--- src/rtl/cmd_sched_if.sv ---
// Command handshake bundle between the UART front end, the scheduler queue and cmd_proc.
// master drives commands and pop/flush strobes; slave is the scheduler.
interface cmd_sched_if #(parameter int DEPTH = 4);
    logic [15:0]            cmd_in;
    logic                   cmd_in_rdy;
    logic                   clr_in_rdy;
    logic [15:0]            cmd_out;
    logic                   cmd_out_rdy;
    logic                   cap_cmd;
    logic                   flush;
    logic [$clog2(DEPTH):0] count;
    logic                   full;
    logic                   stall;
    logic [7:0]             accepted;

    modport master (
        output cmd_in, cmd_in_rdy, cap_cmd, flush,
        input  clr_in_rdy, cmd_out, cmd_out_rdy, count, full, stall, accepted
    );

    modport slave (
        input  cmd_in, cmd_in_rdy, cap_cmd, flush,
        output clr_in_rdy, cmd_out, cmd_out_rdy, count, full, stall, accepted
    );
endinterface

--- src/rtl/cmd_sched.sv ---
// Command scheduler: buffers UART command words in a circular queue for cmd_proc.
//   state | meaning
//   WAIT  | idle, accept cmd_in when room (or a same-cycle pop frees a slot)
//   ACK   | pulse clr_in_rdy for one cycle while UART cmd_rdy falls; no write
module cmd_sched #(
    parameter int DEPTH = 4
) (
    input logic          clk,
    input logic          rst,
    cmd_sched_if.slave   bus
);
    localparam int PW = $clog2(DEPTH);
    localparam int CW = PW + 1;

    typedef enum logic {WAIT, ACK} state_t;

    state_t        state;
    logic [15:0]   mem [DEPTH];
    logic [PW-1:0] wr_ptr;
    logic [PW-1:0] rd_ptr;
    logic [CW-1:0] cnt;
    logic [7:0]    acc;
    logic          full_w;
    logic          push;
    logic          pop;

    assign full_w = (cnt == CW'(DEPTH));
    assign pop    = bus.cap_cmd && (cnt != '0) && !bus.flush;
    assign push   = (state == WAIT) && bus.cmd_in_rdy && (!full_w || bus.cap_cmd) && !bus.flush;

    always_ff @(posedge clk or posedge rst) begin
        if (rst) begin
            state  <= WAIT;
            wr_ptr <= '0;
            rd_ptr <= '0;
            cnt    <= '0;
            acc    <= '0;
        end else if (bus.flush) begin
            state  <= WAIT;
            wr_ptr <= '0;
            rd_ptr <= '0;
            cnt    <= '0;
        end else begin
            case (state)
                WAIT:    if (push) state <= ACK;
                default: state <= WAIT;
            endcase
            if (push) begin
                wr_ptr <= wr_ptr + PW'(1);
                acc    <= acc + 8'd1;
            end
            if (pop)
                rd_ptr <= rd_ptr + PW'(1);
            if (push && !pop)
                cnt <= cnt + CW'(1);
            else if (pop && !push)
                cnt <= cnt - CW'(1);
        end
    end

    // Storage is deliberately left unreset; cmd_out is only meaningful with cmd_out_rdy.
    always_ff @(posedge clk) begin
        if (push)
            mem[wr_ptr] <= bus.cmd_in;
    end

    // A flush landing in ACK cancels the acknowledge so UART keeps its word pending.
    assign bus.clr_in_rdy  = (state == ACK) && !bus.flush;
    assign bus.cmd_out     = mem[rd_ptr];
    assign bus.cmd_out_rdy = (cnt != '0);
    assign bus.count       = cnt;
    assign bus.full        = full_w;
    assign bus.stall       = bus.cmd_in_rdy && full_w && !bus.cap_cmd;
    assign bus.accepted    = acc;
endmodule

--- src/flat_wrapper.sv ---
// flat-port wrapper written by rule: the top's interface ports become plain ports
module cmd_sched_flat 
#(
    parameter int DEPTH = 4
)
  (clk, rst, bus_cmd_in, bus_cmd_in_rdy, bus_cap_cmd, bus_flush, bus_clr_in_rdy, bus_cmd_out, bus_cmd_out_rdy, bus_count, bus_full, bus_stall, bus_accepted);
  cmd_sched_if #(.DEPTH(DEPTH)) bus_i ();
  input logic clk;
  input logic rst;
  input wire logic [$bits(bus_i.cmd_in)-1:0] bus_cmd_in;
  input wire logic [$bits(bus_i.cmd_in_rdy)-1:0] bus_cmd_in_rdy;
  input wire logic [$bits(bus_i.cap_cmd)-1:0] bus_cap_cmd;
  input wire logic [$bits(bus_i.flush)-1:0] bus_flush;
  output wire logic [$bits(bus_i.clr_in_rdy)-1:0] bus_clr_in_rdy;
  output wire logic [$bits(bus_i.cmd_out)-1:0] bus_cmd_out;
  output wire logic [$bits(bus_i.cmd_out_rdy)-1:0] bus_cmd_out_rdy;
  output wire logic [$bits(bus_i.count)-1:0] bus_count;
  output wire logic [$bits(bus_i.full)-1:0] bus_full;
  output wire logic [$bits(bus_i.stall)-1:0] bus_stall;
  output wire logic [$bits(bus_i.accepted)-1:0] bus_accepted;
  assign bus_i.cmd_in = bus_cmd_in;
  assign bus_i.cmd_in_rdy = bus_cmd_in_rdy;
  assign bus_i.cap_cmd = bus_cap_cmd;
  assign bus_i.flush = bus_flush;
  assign bus_clr_in_rdy = bus_i.clr_in_rdy;
  assign bus_cmd_out = bus_i.cmd_out;
  assign bus_cmd_out_rdy = bus_i.cmd_out_rdy;
  assign bus_count = bus_i.count;
  assign bus_full = bus_i.full;
  assign bus_stall = bus_i.stall;
  assign bus_accepted = bus_i.accepted;
  cmd_sched #(.DEPTH(DEPTH)) u_core (.clk(clk), .rst(rst), .bus(bus_i));
endmodule
--- config.mk ---
export PLATFORM = sky130hd
export DESIGN_NAME = cmd_sched_flat
export DESIGN_NICKNAME = d
export VERILOG_FILES = /design/src/rtl/cmd_sched_if.sv /design/src/rtl/cmd_sched.sv /design/src/flat_wrapper.sv
export SDC_FILE = /design/constraint.sdc
export NUM_CORES = 1
export LEC_CHECK = 0
export ABC_AREA = 1
export BUFFER_PORTS_ARGS = -buffer_cell sky130_fd_sc_hd__clkbuf_2
export CAP_MARGIN = 10
export CELL_PAD_IN_SITES_DETAIL_PLACEMENT = 0
export CELL_PAD_IN_SITES_GLOBAL_PLACEMENT = 2
export CORE_UTILIZATION = 30
export DETAILED_ROUTE_END_ITERATION = 6
export PLACE_DENSITY_LB_ADDON = 0.1
export SYNTH_ARGS = -nofsm -noshare
export SYNTH_HDL_FRONTEND = slang
export SYNTH_SLANG_ARGS = --single-unit
--- constraint.sdc ---
create_clock -name clk -period 3 [get_ports clk]
set_clock_uncertainty 0.15 [all_clocks]
set_input_delay 0.15 -clock clk [delete_from_list [all_inputs] [get_ports clk]]
set_output_delay 0.15 -clock clk [all_outputs]
set_load 0.005 [all_outputs]
## Word level (Yosys, flattened, before mapping)

Memory sizes are Yosys's and may differ from the RTL's.
Cells that the tools add are included.

- Register bits after elaboration: 16
- RAM bits: 64
- Bits of input ports: 21
- Output and inout bits: 31
- Memories: 1

Memories:

| name | depth | bits a word | read ports | clocked after memory_dff | write ports | RTL line | RTL |
|---|---|---|---|---|---|---|---|
| u_core.mem | 4 | 16 | 1 | 0 | 1 | cmd_sched.sv:18 | `logic [15:0] mem [DEPTH];` |

- Add/sub/neg operators: 5
- Equality and inequality tests: 1
- Muxes and demuxes: 11
- Bitwise gates (word level): 2
- Reduce and logical (&&, ||, !) cells: 21

Operators with widths:

| cell | count |
|---|---|
| $logic_and 1x1->1 | 10 |
| $mux 3 | 3 |
| $add 8x1->8 const B | 1 |
| $mux 2 | 4 |
| $reduce_bool 3->1 | 2 |
| $logic_not 1->1 | 5 |
| $add 2x1->2 const B | 2 |
| $mux 1 | 4 |
| $reduce_bool 2->1 | 2 |
| $add 3x1->3 const B | 1 |
| $eq 3x3->1 const B | 1 |
| $sub 3x1->3 const B | 1 |
| $not 1->1 | 2 |
| $reduce_and 2->1 | 1 |
| $logic_or 1x1->1 | 1 |

## Longest topological paths before layout

Gate-level depths: netlist of run 1.

- Depth after elaboration: 10
- Depth in mapped cells: 12

## Least setup slack after synthesis of run 1

OpenSTA, ideal clock, no wires.

- Kind: flip-flop to flip-flop
- From: reg u_core.cnt[0] (netlist: u_core.bus.count[0])
- To: mem u_core.mem[0][0], enable pin
- Setup time: 0.389 ns
- Arrival time: 1.521 ns
- Required time: 2.461 ns
- Slack: 0.940 ns
- Cell stages (with the launch flop): 6
- Cells stage by stage: dfrtp_1 > nor2_2 > nand3_2 > nand3_2 > buf_6 > nor2_1

- Longest elaborated chain between the ends: 7

RTL lines:

| item | RTL line | RTL |
|---|---|---|
| start, declared | cmd_sched.sv:21 | `logic [CW-1:0] cnt;` |
| start signal, assigned | cmd_sched.sv:55 | `cnt <= cnt + CW'(1);` |
| start signal, assigned | cmd_sched.sv:57 | `cnt <= cnt - CW'(1);` |
| $eq 3x3->1 | cmd_sched.sv:27 | `assign full_w = (cnt == CW'(DEPTH));` |
| $logic_not 1->1 | cmd_sched.sv:29 | `assign push = (state == WAIT) && bus.cmd_in_rdy && (!full_w \|\| bus.cap_cmd) && !bus.flush;` |
| $logic_or 1x1->1 | cmd_sched.sv:29 |  |
| $logic_and 1x1->1 (2 in a row) | cmd_sched.sv:29 |  |
| $mux 1 | cmd_sched.sv:63 | `if (push)` |
| $mux 1 (implied by the code) | cmd_sched.sv:64 | `mem[wr_ptr] <= bus.cmd_in;` |
| end, declared | cmd_sched.sv:18 |  |

Every way passes these cells.

## Worst setup path in the final report of run 1

- From: reg u_core.rd_ptr[1]
- To: out bus_cmd_out[13]

- Longest elaborated chain between the ends: 1

RTL lines:

| item | RTL line | RTL |
|---|---|---|
| start, declared | cmd_sched.sv:20 | `logic [PW-1:0] rd_ptr;` |
| start signal, assigned | cmd_sched.sv:53 | `rd_ptr <= rd_ptr + PW'(1);` |
| $mem_v2 4x16 | n/a |  |
| end, declared | flat_wrapper.sv:15 | `output wire logic [$bits(bus_i.cmd_out)-1:0] bus_cmd_out;` |

Every way passes these cells.

==> reports/results.ini, run 1 <==
[critical_path]
cp_num_buf_inv=2
crit_path_start=u_core.rd_ptr[1]
cp_cell_sequence=inv_1 > o21ai_0 > o22ai_1 > clkbuf_2
worstSetupStartpointType=register
r2r_slack_ns=1.00
max_stage_delay_ns=0.59
worstPathMaxFanout=18
ff2ff_path_depth=11
path_class=register to output port
crit_family=buffers and inverters
critPathArrivalTime_ns=2.00
reg2reg_to=u_core.bus.count[2]
critical_path.endpoint_type=output port
required_ns=2.70
timing.rr.start=u_core.bus.count[0]
cpMaxStageDelayCell=dfrtp_1

[sta]
setup_viol=0
holdWs_ns=0.199
hold_viol_final=0
finalMaxSlewViolations=0
rsz0062_at_grt=no
worst_pin_slew_ns=0.688
setup_tns_ns=0
slew_headroom_pct=54.1
fin_crit_sh_pct=76.6
fmax_mhz=435
period_needed_ns=2.30

[synth]
synth_cell_types=26
syn_inst=260
ys_ff_latch=80
synth_area_um2=3260
synth_top_area_share_pct=58.9
syn_avg_cell_area_um2=12.5
yosysTopAreaCell=edfxtp_1
yosys-top-cells-area=edfxtp_1 59%, dfrtp_1 12%, o21ai_0 5.2%, nor2_1 4.7%, o22ai_1 3.1%
ys_seq_area_share_pct=71.2
synth_fp_nets=287
ys_warn_count=0

[worst_hold_path]
hold_end=u_core.wr_ptr[1]
hold_path.class=input port to register
min_from=bus_cmd_in_rdy
min_delay_path_depth=6

[clock_network]
cts_tree=done
clock_sinks=80
root_buffer=clkbuf_8
cts_buffers=9
clk_pin_slew_worst_paths_ns=0.08
holdBufCountCts=19
cts.htree.levels=3
ctsLongestPathBuffers=2
cts_resized=0
post-cts-setup-buffers=0
clock_latency_ns=0.33

[grt]
antenna_found_initial=0
grtUsageMet2_pct=21.6
grt_pass1_vias=2153
grtUsageMet3_pct=2.76
grt_pass1_wl_um=11300
track_usage_pct=13.4
grt_busiest_layer=met2
grt_max_degree=34
overflow=0
met1_usage_pct=17.1

[drt]
drc=0
wl_um=6920
vias_per_cell=4.48
drt_iter0_drc=87
wl_per_cell_um=14.4
vias=2146
ant_nets=0
dr.pass1.iters=4

[floorplan]
die_w_um=106
rows=37
dieArea_um2=11300
die_y_um=106
start_util_pct=31.3
pin_count=52
coreArea_um2=10400

[run_status]
status=finished clean

[placed_design]
routabilityCongestion=0.691
hpwl_um=4310
port_buffers=51

[layout]
syn2layout_area_growth_pct=24.7
drive_gt1_share_pct=24.5
antenna_cells=0
nets=365

[pwr]
power_density_nw_per_um2=701
max-vdd-ir-drop_v=0.000288
p_leak_nw=1.60

[flow_run]
drv_cap=0

per-stage QoR:
step                worst slack, ns  util [%]  total power [mW]  cell area (µm²)  instances
global route                  0.497      39.1              3.06             4070        479
CTS                           0.627      39.1              2.91             4070        479
global placement              0.968      35.4              2.12             3690        444
floorplan                     0.940         -              1.82             3260        260
detailed placement            0.987      35.4              2.13             3690        444
finish                        0.701      39.1              2.85             4070        479
per-layer routing:
layer / part of all wire (%) / vias to the layer above / wire (µm)
met5: 0 / - / 0
met4: 1.8 / 0 / 126
met3: 3.7 / 11 / 259
met2: 48 / 37 / 3350
met1: 46 / 1034 / 3180
li1: - / 1064 / -
synth_stat cells:
master	instances
buf_2	3
nor2_2	2
xnor2_2	1
nor3_1	1
nand2_1	23
a21oi_1	3
o21ai_1	3
edfxtp_1	64
xnor2_1	3
nand4_1	2
buf_6	1
nor2_1	41
clkbuf_1	6
inv_1	19
o22ai_1	16
nor2_4	1
o21ai_0	34
xor2_1	4
inv_2	1
nor3_2	2
fa_1	1
nand2_2	3
nand3_2	2
ha_1	5
dfrtp_1	16
nand3_1	3
layout make-up:
class                   count  area, µm²
clock buffers              10        128
clock inverters             6       60.1
fillers                  1057       6350
inverters                  20       75.1
multi-input cells         150        816
flip-flops and latches     80       2320
well taps                 136        170
repair buffers             77        498
registers in the layout (all words and copies together) (netlist names):
signal,flops
u_core.state,1
u_core.wr_ptr,2
u_core.mem,64
u_core.bus.accepted,8
u_core.bus.count,3
u_core.rd_ptr,2
worst max-delay path by stage:
stage | to | slack, ns | depth (start not counted)
6_report | bus_cmd_out[13] | 0.70 | 4
5_1_grt | bus_cmd_out[14] | 0.50 | 4
4_1_cts | bus_cmd_out[13] | 0.63 | 4
3_5_place_dp | u_core.bus.count[2] | 0.99 | 11
3_3_place_gp | u_core.bus.count[2] | 0.97 | 11
2_1_floorplan | u_core.mem[0][0] | 0.94 | 5
tightest hold or removal path: stages:
cell	delay (ns)
clkbuf_2	0.08
inv_1	0.05
nor2_1	0.06
nand2_1	0.10
nand2_1	0.07
o21ai_0	0.13
where the power goes:
group | switching [mW] | total [mW] | leakage (nW) | internal, mW
logic | 0.409 | 0.704 | 0.725 | 0.295
clock network | 0.369 | 0.749 | 0.0937 | 0.380
registers | 0.0993 | 1.40 | 0.786 | 1.30
layout by cell type, fill, tap and decap left out, types with 2 or more instances in the layout:
cell,n
edfxtp_1,64
clkbuf_2,51
nor2_1,41
o21ai_0,34
nand2_1,23
inv_1,19
dlygate4sd3_1,19
o22ai_1,16
dfrtp_1,16
clkbuf_8,9
buf_4,7
ha_1,5
xor2_1,4
nand2_2,3
nand3_1,3
a21oi_1,3
o21ai_1,3
xnor2_1,3
nor2_2,2
nand4_1,2
nand3_2,2
nor3_2,2
clkinv_2,2
cell families after synthesis:
kind of cell,share of synthesized area (%)
fa+ha+maj,2.53
flops,71.2
xor+xnor,2.38
compound gates,9.21
buf+inv,3.80
simple gates,10.9
Power figures use the tool's default switching activity.
==> run 2, diff against run 1 <==
--- a/config.mk
+++ b/config.mk
@@ -5,7 +5,7 @@
 export SDC_FILE = /design/constraint.sdc
 export NUM_CORES = 1
 export LEC_CHECK = 0
-export ABC_AREA = 1
+export ABC_AREA = 0
 export BUFFER_PORTS_ARGS = -buffer_cell sky130_fd_sc_hd__clkbuf_2
 export CAP_MARGIN = 10
 export CELL_PAD_IN_SITES_DETAIL_PLACEMENT = 0
==> constraint.sdc (replaced) <==
create_clock -name clk -period 1.9 [get_ports clk]
set_clock_uncertainty 0.15 [all_clocks]
set_input_delay 0.095 -clock clk [delete_from_list [all_inputs] [get_ports clk]]
set_output_delay 0.095 -clock clk [all_outputs]
set_load 0.005 [all_outputs]
==> run 2 against run 1 <==
  * Combinational power increased by 110%
  * Cell count decreased by 15%
  * Non-clock buffer count increased by 17
  * Largest cell class unchanged
  * Cell area increased by 4.8%
  * Flip-flop and latch count unchanged
  * Sequential share of layout area decreased by 2.6 points
  * The run now ends with negative setup slack left
  * Critical endpoint is now u_core.bus.count[2]
  * First-iteration DRC count decreased by 9.2%
  * Via count decreased by 13%
  * Power increased by 69%
==> reports/results.ini, run 2 <==
[synth]
ys_warn_count=0
synth.most_common_cell=edfxtp_1
synthFlopType=edfxtp_1
synth_fp_nets=195
async_flop_share_pct=20.0
synth_top_area_share_pct=60.0
synth-edff-count=64
syn_inst=168
syn_avg_cell_area_um2=19.1
yosys-top-cells-area=edfxtp_1 60%, dfrtp_1 13%, mux4_2 11%, ha_1 2.0%, xnor2_1 1.9%
synth_cell_types=30
synth_area_um2=3200
yosysTopAreaCell=edfxtp_1
synth_common_cells=64 x edfxtp_1, 16 x dfrtp_1, 16 x mux4_2
ys_ff_latch=80
ys_seq_area_share_pct=72.5

[floorplan]
coreArea_um2=10300
die_w_um=105
die_y_um=105
pin_count=52
rows=37
start_util_pct=31.0
dieArea_um2=11100

[worst_hold_path]
hold_path.class=input port to register
min_delay_path_depth=4
hold_end=u_core.bus.accepted[2]
min_from=bus_cmd_in_rdy

[layout]
multi_input_comb_area_um2=863
nets=295
fillCellCount=960
drive_gt1_share_pct=44.3
top_register=u_core.mem
final_common_cell=edfxtp_1
syn2layout_area_growth_pct=33.1
layout_common_cells=64 x edfxtp_1, 51 x clkbuf_2, 18 x dlygate4sd3_1, 18 x buf_4, 16 x mux4_2
final_cells=409
largest_reg_flops=64
antenna_cells=0
final_util_pct=41.3
seqCellArea_um2=2320

[placed_design]
hpwl_um=4200
placed_cells=371
routabilityCongestion=0.769
port_buffers=51

[clock_network]
clk_pin_slew_worst_paths_ns=0.09
clock_sinks=80
cts.htree.levels=3
cts_buffers=9
cts_tree=done
ctsLongestPathBuffers=2
clock_latency_ns=0.35
root_buffer=clkbuf_8

[sta]
finalMaxSlewViolations=0
layout_setup_ws_ns=-0.117
slew_headroom_pct=56.2
worst_pin_slew_ns=0.657
holdWs_ns=0.106
fin_crit_sh_pct=106
setup_tns_ns=-0.157
hold_viol_final=0
period_needed_ns=2.02
setup_viol=3
fmax_mhz=496
rsz0062_at_grt=yes

[critical_path]
cp_common_cell=nor4_2
max_stage_delay_ns=0.44
crit_family=compound AO/OA/AOI/OAI gates
worstPathMaxFanout=3
cpMaxStageDelayCell=dfrtp_2
worstSetupStartpointType=register
critPathArrivalTime_ns=2.10
r2r_slack_ns=-0.12
critical_path.endpoint_type=register
cp_num_buf_inv=0
reg2reg_to=u_core.bus.count[2]
ff2ff_path_depth=6
path_class=register to register
timing.rr.start=u_core.bus.count[1]
cp_cell_sequence=o31a_1 > nor4_2 > fa_2 > nor4_2 > a31oi_1 > mux2_1
required_ns=1.98

[drt]
drt_iter0_drc=79
vias=1861
ant_nets=0
vias_per_cell=4.55
drc=0
wl_um=6160
wl_per_cell_um=15.1
dr.pass1.iters=4

[run_status]
status=finished with violations
failed_checks=negative setup slack

[grt]
grt_pass1_vias=2030
grt_pass1_wl_um=10200
overflow=0
grt_max_degree=17
antenna_found_initial=0
track_usage_pct=12.2

[pwr]
fin_total_pwr_mw=4.81
power_density_nw_per_um2=1130
p_leak_nw=1.61
max-vdd-ir-drop_v=0.000395

[flow_run]
drv_cap=0

==> run 2: cell count changes after synthesis, sizes merged, moves of 2 or more <==
cell | previous run | this run
nand2 | 26 | 3
nor2b | 0 | 3
and2 | 0 | 5
o22ai | 16 | 0
inv | 20 | 5
mux4 | 0 | 16
o21ai | 37 | 0
clkbuf | 6 | 2
nor2 | 44 | 11
nand3 | 5 | 0
and3 | 0 | 3
nor4 | 0 | 2
xnor2 | 4 | 7
mux2 | 0 | 4
==> run 2: how the worst max path moves through the flow <==
stage | to | depth (start not counted) | start | slack [ns]
floorplan | u_core.bus.count[2] | 6 | u_core.bus.count[2] | -0.18
global placement | u_core.bus.count[2] | 6 | u_core.bus.count[1] | -0.09
detailed placement | u_core.bus.count[2] | 6 | u_core.bus.count[1] | -0.12
CTS | u_core.bus.count[2] | 6 | u_core.bus.count[2] | -0.13
global route | u_core.bus.count[2] | 6 | u_core.bus.count[2] | -0.21
finish | u_core.bus.count[2] | 6 | u_core.bus.count[1] | -0.12
==> run 2: cell type report <==
| type | count | share of cell area [%] |
|---|---|---|
| well taps | 136 | 3.99 |
| clock inverters | 7 | 1.32 |
| clock buffers | 9 | 2.90 |
| multi-input cells | 78 | 20.2 |
| inverters | 5 | 0.440 |
| flip-flops and latches | 80 | 54.5 |
| repair buffers | 94 | 16.6 |
==> run 2: report_power, final <==
part | leakage (nW) | internal (mW) | total (mW) | switching (mW)
logic | 0.742 | 0.867 | 1.46 | 0.588
registers | 0.787 | 2.06 | 2.22 | 0.167
clock network | 0.0854 | 0.487 | 1.13 | 0.642
==> run 2: worst reg2reg max path: cells and delay by family (launching register included) <==
family	cells	cell delay (ns)
AND/OR/NAND/NOR	2	0.25
multiplexers	1	0.34
adder cells (fa/ha/maj)	1	0.27
flip-flops	1	0.44
AO/OA/AOI/OAI	2	0.46
==> run 2: kinds of logic after synthesis <==
group                      synth area share [%]
DFF                                        72.5
and+or+nand+nor                            7.19
muxes                                      12.7
xor gates and xnor gates                   3.01
buffers and inverters                      1.29
adders and majority gates                  2.58
AOI/OAI and AO/OA                         0.781
==> run 2: repair_timing <==
| action | 4_1_cts | 5_1_grt |
|---|---|---|
| hold buffers | 18 | 0 |
| buffers inserted | 0 | 3 |
| cloned | 0 | 1 |
| endpoints found under the setup margin | 2 | 71 |
| pin swaps | 1 | 1 |
| gates resized for setup | 0 | 3 |
| hold endpoints to repair | 84 | 0 |
==> run 2: layer usage <==
| layer | wire length (µm) | up-vias | GRT usage, % | part of all wire (%) |
|---|---|---|---|---|
| met5 | 0 | - | 0 | 0 |
| met1 | 2610 | 955 | 14.0 | 42 |
| met3 | 268 | 6 | 3.77 | 4.3 |
| met2 | 3220 | 45 | 21.4 | 52 |
| li1 | - | 855 | - | - |
| met4 | 69 | 0 | 4.23 | 1.1 |
==> run 2: through the flow <==
stage               setup WS [ns]  cell area (µm²)
floorplan                  -0.177             3220
global placement          -0.0947             3840
detailed placement         -0.115             3840
CTS                        -0.128             4210
global route               -0.212             4260
finish                     -0.117             4260
